### src/rtl/seg_pkg.sv
// Shared constants, glyph table and scan-state encoding for the
// 8-digit 7-segment scan controller.
package seg_pkg;

   localparam int NUM_DIGITS = 8;

   // Segment order {a,b,c,d,e,f,g}; a segment is lit when its bit is 0.
   localparam logic [6:0] SEG_BLANK = 7'b1111111;
   localparam logic [6:0] SEG_r     = 7'b1111010;
   localparam logic [6:0] SEG_P     = 7'b0011000;
   localparam logic [6:0] SEG_DIG [1:8] = '{
      7'b1001111, 7'b0010010, 7'b0000110, 7'b1001100,
      7'b0100100, 7'b0100000, 7'b0001111, 7'b0000000
   };

   typedef enum logic [1:0] {
      IDLE,
      BLANK,
      DRIVE
   } scan_state_t;

   function automatic logic [6:0] num_glyph(input int n);
      logic [6:0] g;
      g = SEG_BLANK;
      case (n)
         1: g = SEG_DIG[1];
         2: g = SEG_DIG[2];
         3: g = SEG_DIG[3];
         4: g = SEG_DIG[4];
         5: g = SEG_DIG[5];
         6: g = SEG_DIG[6];
         7: g = SEG_DIG[7];
         8: g = SEG_DIG[8];
         default: g = SEG_BLANK;
      endcase
      return g;
   endfunction

endpackage

### src/rtl/seg7_glyph_decode.sv
// Combinational cathode pattern for the digit being scanned, built from the
// per-frame snapshot of clip number, mode and busy plus the blink phase.
module seg7_glyph_decode
   import seg_pkg::*;
#(
   parameter int CLIP_W = 3
) (
   input  logic [2:0]        i_digit,
   input  logic [CLIP_W-1:0] i_clip,
   input  logic              i_rec,
   input  logic              i_busy,
   input  logic              i_blink_phase,
   output logic [6:0]        o_cathode
);

   logic [6:0] w_digit0;
   logic [6:0] w_digit7;

   // Clips are 0-based internally but shown to the user as 1..8.
   assign w_digit0 = num_glyph(int'(i_clip) + 1);
   assign w_digit7 = (i_busy && i_blink_phase) ? SEG_BLANK : (i_rec ? SEG_r : SEG_P);

   always_comb begin
      o_cathode = SEG_BLANK;
      case (i_digit)
         3'd0:    o_cathode = w_digit0;
         3'd7:    o_cathode = w_digit7;
         default: o_cathode = SEG_BLANK;
      endcase
   end

endmodule

### src/rtl/seg_scan_controller.sv
// Time-multiplexed anode/cathode scanner for the clip recorder display:
// blank gap then drive per digit slot, inputs snapshotted once per frame.
module seg_scan_controller
   import seg_pkg::*;
#(
   parameter int REFRESH_DIV  = 100000,
   parameter int BLANK_CYCLES = 16,
   parameter int BLINK_FRAMES = 64,
   parameter int CLIP_W       = 3
) (
   input  logic              clock,
   input  logic              reset,
   input  logic              enable,
   input  logic [CLIP_W-1:0] clip_num,
   input  logic              record_or_play,
   input  logic              busy,
   output logic [6:0]        cathode,
   output logic [7:0]        anode,
   output logic              frame_start
);

   localparam int DIV_W = (REFRESH_DIV > 1) ? $clog2(REFRESH_DIV) : 1;
   localparam int FRM_W = (BLINK_FRAMES > 1) ? $clog2(BLINK_FRAMES) : 1;
   localparam int DIG_W = $clog2(NUM_DIGITS);
   localparam logic [DIV_W-1:0] DIV_LAST   = DIV_W'(REFRESH_DIV - 1);
   localparam logic [DIV_W-1:0] BLANK_LAST = DIV_W'(BLANK_CYCLES - 1);
   localparam logic [FRM_W-1:0] FRM_LAST   = FRM_W'(BLINK_FRAMES - 1);
   localparam logic [DIG_W-1:0] DIG_LAST   = DIG_W'(NUM_DIGITS - 1);

   scan_state_t       r_state;
   logic [DIV_W-1:0]  r_div_cnt;
   logic [DIG_W-1:0]  r_digit;
   logic [FRM_W-1:0]  r_frame_cnt;
   logic              r_blink_phase;
   logic [CLIP_W-1:0] r_snap_clip;
   logic              r_snap_rec;
   logic              r_snap_busy;
   logic [6:0]        r_cathode;
   logic [7:0]        r_anode;
   logic              r_frame_start;

   scan_state_t       w_state_nxt;
   logic [DIV_W-1:0]  w_div_nxt;
   logic [DIG_W-1:0]  w_digit_nxt;
   logic              w_wrap;
   logic              w_start;
   logic              w_drive;
   logic [6:0]        w_glyph;
   logic [7:0]        w_anode_nxt;
   logic [6:0]        w_cathode_nxt;

   seg7_glyph_decode #(
      .CLIP_W (CLIP_W)
   ) u_glyph (
      .i_digit       (r_digit),
      .i_clip        (r_snap_clip),
      .i_rec         (r_snap_rec),
      .i_busy        (r_snap_busy),
      .i_blink_phase (r_blink_phase),
      .o_cathode     (w_glyph)
   );

   always_comb begin
      w_state_nxt = r_state;
      w_div_nxt   = r_div_cnt;
      w_digit_nxt = r_digit;
      w_wrap      = 1'b0;
      w_start     = 1'b0;
      w_drive     = 1'b0;
      if (!enable) begin
         w_state_nxt = IDLE;
         w_div_nxt   = '0;
         w_digit_nxt = '0;
      end else begin
         case (r_state)
            IDLE: begin
               w_state_nxt = BLANK;
               w_div_nxt   = '0;
               w_digit_nxt = '0;
               w_start     = 1'b1;
            end
            BLANK: begin
               w_div_nxt = r_div_cnt + 1'b1;
               if (r_div_cnt == BLANK_LAST) w_state_nxt = DRIVE;
            end
            DRIVE: begin
               w_drive = 1'b1;
               if (r_div_cnt == DIV_LAST) begin
                  w_div_nxt   = '0;
                  w_digit_nxt = r_digit + 1'b1;
                  w_state_nxt = BLANK;
                  if (r_digit == DIG_LAST) begin
                     w_wrap  = 1'b1;
                     w_start = 1'b1;
                  end
               end else begin
                  w_div_nxt = r_div_cnt + 1'b1;
               end
            end
            default: w_state_nxt = IDLE;
         endcase
      end
   end

   // Dropping enable blanks the pins on the very next cycle, not one slot later.
   assign w_anode_nxt   = w_drive ? ~(8'(1) << r_digit) : 8'hFF;
   assign w_cathode_nxt = w_drive ? w_glyph : SEG_BLANK;

   always_ff @(posedge clock) begin
      if (!reset) begin
         r_state       <= IDLE;
         r_div_cnt     <= '0;
         r_digit       <= '0;
         r_frame_cnt   <= '0;
         r_blink_phase <= 1'b0;
         r_anode       <= 8'hFF;
         r_cathode     <= SEG_BLANK;
         r_frame_start <= 1'b0;
      end else begin
         r_state       <= w_state_nxt;
         r_div_cnt     <= w_div_nxt;
         r_digit       <= w_digit_nxt;
         r_anode       <= w_anode_nxt;
         r_cathode     <= w_cathode_nxt;
         r_frame_start <= w_start;
         if (w_wrap) begin
            if (r_frame_cnt == FRM_LAST) begin
               r_frame_cnt   <= '0;
               r_blink_phase <= ~r_blink_phase;
            end else begin
               r_frame_cnt <= r_frame_cnt + 1'b1;
            end
         end
      end
   end

   // Snapshot is always refreshed on leaving IDLE before it is ever displayed.
   always_ff @(posedge clock) begin
      if (w_start) begin
         r_snap_clip <= clip_num;
         r_snap_rec  <= record_or_play;
         r_snap_busy <= busy;
      end
   end

   assign anode       = r_anode;
   assign cathode     = r_cathode;
   assign frame_start = r_frame_start;

endmodule

### config.mk
export PLATFORM = sky130hd
export DESIGN_NAME = seg_scan_controller
export DESIGN_NICKNAME = d
export VERILOG_FILES = /design/src/rtl/seg_pkg.sv /design/src/rtl/seg7_glyph_decode.sv /design/src/rtl/seg_scan_controller.sv
export SDC_FILE = /design/constraint.sdc
export NUM_CORES = 1
export LEC_CHECK = 0
export BUFFER_PORTS_ARGS = -buffer_cell sky130_fd_sc_hd__buf_4
export CORE_MARGIN = 4
export CORE_UTILIZATION = 40
export CTS_CLUSTER_DIAMETER = 150
export DETAILED_ROUTE_END_ITERATION = 7
export GPL_TIMING_DRIVEN = 0
export HOLD_SLACK_MARGIN = 0.15
export MAX_ROUTING_LAYER = met4
export PLACE_DENSITY = 0.63
export SYNTH_ARGS = -nofsm -noshare
export SYNTH_HDL_FRONTEND = slang
export SYNTH_SLANG_ARGS = --single-unit
### constraint.sdc
create_clock -name clock -period 1.7 [get_ports clock]
set_input_delay 0.34 -clock clock [delete_from_list [all_inputs] [get_ports clock]]
set_output_delay 0.34 -clock clock [all_outputs]
set_load 0.01 [all_outputs]
==> flow_summary.toml <==
[yosys]
synth_fa_ha_area_frac = 0.0800
syn_nets = 300
synthXorXnorAreaFrac = 0.0140
ys_top_cells_by_count = "45 x dfxtp_1, 35 x nand2_1, 27 x a31oi_1"
synth-simple-area-share = 0.270
synth_top_family_by_area = "simple AND/OR/NAND/NOR gates"
async_flop_share = 0
synthTopCellsByArea = "dfxtp_1 36%, ha_1 8.0%, a31oi_1 6.8%"
syn_avg_cell_area_sq_um = 9.07
synth.top_cell.area_share = 0.360
synth_edf_count = 5
syn-cell-area_sq_um = 2500
yosysMostFrequentCell = "dfxtp_1"
ys_types = 46
postSynthCellCount = 276
ys_warn_count = 0
synth_compound_area_frac = 0.169
synth-main-ff-cell = "dfxtp_1"
synth_seq_cells = 50
synth_mux_area_frac = 0.0125
ys_seq_area_frac = 0.420
yosys.area.top_type = "dfxtp_1"

[clock_network]
cts_sinks = 50
root_buffer = "clkbuf_8"
cts_max_level = 2
cts_buffers = 5
clock_latency_ns = 0.30
cts_hold_buffers = 0
cts_buffer_depth = 2
clk_pin_slew_worst_paths_ns = 0.09
cts_tree = "yes"

[setup_path]
critPathCaptureType = "flip-flop"
required_ns = 1.93
startpoint_type = "flip-flop"
crit_top_cell = "and3_4"
crit_chain = "ha_4 -> and3_4 -> and3_4 -> a21oi_4 -> buf_6 -> nand3_2 -> a31oi_2"
arrival_ns = 1.88
worstSetupPathType = "reg -> reg"
cpPeakStageDelay_ns = 0.37
path_max_fanout = 10
critPathSlowestCell = "dfxtp_4"

[timing]
max_slew_margin = 0.719
worstMarginPinSlew_ns = 0.418
whs_ns = 0.206
fmax_ghz = 0.604
skew_ns = 0.00437
fin_crit_ns = 1.66
finalHoldViolCount = 0
setup-violations-final = 0
period_share = 0.974
finalSetupTns_ns = 0
final_max_slew_viol_count = 0
rsz0062_at_grt = "true"

[place]
routabilityCongestion = 0.853
placed_area_sq_um = 2770
dp_hpwl_mm = 3.73
port_buffers = 23

[detailed_routing]
drtIter0Drc = 82
antenna_left = 0
route.detailed.drc = 0
wire_per_inst_um = 13.7
vias = 2143
viasPerCell = 5.51
firstDrtPassIters = 4
routed_wl_mm = 5.33

[final_layout]
final_cell_area_sq_um = 3090
diodes = 0
layout-area-overhead-vs-synth_pct = 23.4
fin_nets = 337
drive_above_1_share = 0.258

[global_routing]
grt_usage = 0.145
grt_pass1_vias = 1905
antenna_found_initial = 0
grt_pass1_wl_mm = 8.75
grt_remaining_overflow = 0
grt_max_degree = 17

[run_status]
status = "finished clean"

[worst_hold_path]
hp-class = "in -> reg"

[power]
p_leak_uw = 0.00118
power.density_nw_per_um2 = 716
ir_drop_mv = 0.346

[floorplan]
dieArea_sq_um = 7590
fp-row-count = 28
dieHeight_um = 87.1
core_area_sq_um = 5990
io_pins = 24
die_x_um = 87.1
initial_core_util = 0.418

[flow_run]
cap_violations = 0
==> cells by family after synthesis <==
group	after synthesis
DFF	50
buffers and inverters	20
AOI/OAI and AO/OA	65
muxes	3
and+or+nand+nor	118
adders and majority gates	16
xor gates and xnor gates	4
==> per-stage QoR <==
step           setup slack [ns]   util  instances  power, uW
6_report                 0.0446  0.515        389       2210
5_1_grt                 -0.0161  0.515        389       2300
4_1_cts                 0.00200  0.494        381       2220
3_5_place_dp             -0.211  0.462        374       1360
3_3_place_gp             -0.201  0.462        374       1360
2_1_floorplan            0.0550      -        276       1320
==> layout by cell type, fill, tap and decap left out, types with 6 or more instances in the layout <==
cell	count
dfxtp_1	39
nor2_1	10
o21ai_0	7
nand2_1	33
nand3b_1	15
buf_4	31
nand3_1	15
a21oi_1	8
inv_1	7
ha_1	13
a31oi_1	26
and3_1	6
==> worst max-delay path, delay by kind of cell (launching register included) <==
kind / cells / cell delay [ns]
flops: 1 / 0.37
compound gates: 2 / 0.41
fa+ha+maj: 1 / 0.17
buf+inv: 1 / 0.18
simple gates: 3 / 0.44
==> power by group <==
part / total, uW / switching (uW) / internal, uW
registers: 1210 / 9.98 / 1200
clock network: 856 / 415 / 442
logic: 145 / 81.4 / 63.9
total: 2210 / 506 / 1700
==> layout make-up <==
class,instances,area [sq um]
fillers,550,2900
multi-input cells,206,1480
flip-flops and latches,50,1060
repair buffers,31,230
well taps,75,93.8
plain buffers,12,85.1
clock buffers,5,68.8
clock inverters,3,43.8
inverters,7,26.3
==> routing by layer <==
metal / global-route usage / routed length (um) / vias to the layer above
met3: 0.0293 / 272 / 2
met2: 0.237 / 2470 / 47
met4: 0.0418 / 30 / 0
li1: - / - / 1093
met1: 0.182 / 2550 / 1001
met5: - / 0 / -
==> registers in the layout, summed over array words and instances, names as in the netlist <==
| signal | count |
|---|---|
| r_snap_rec | 1 |
| r_blink_phase | 1 |
| r_div_cnt | 17 |
| r_state | 2 |
| anode | 8 |
| r_snap_clip | 3 |
| frame_start | 1 |
| r_digit | 3 |
| r_snap_busy | 1 |
| r_frame_cnt | 6 |
| cathode | 7 |
==> worst paths after layout <==
| check | from | end | slack, ns | depth (start not counted) |
|---|---|---|---|---|
| max | r_div_cnt[0] | r_div_cnt[3] | 0.04 | 7 |
| min reg2reg | r_frame_cnt[0] | r_frame_cnt[0] | 0.49 | 2 |
| max reg2reg | r_div_cnt[0] | r_div_cnt[3] | 0.04 | 7 |
| min | clip_num[0] | r_snap_clip[0] | 0.21 | 1 |
==> timing repair <==
item                                    in CTS  in global routing
gates cloned                                 0                  1
endpoints found under the setup margin      38                 31
pin swaps                                    0                  5
setup buffers                                0                  7
resized for setup                           24                 22
No activity file was read; power rests on OpenSTA's default activity.
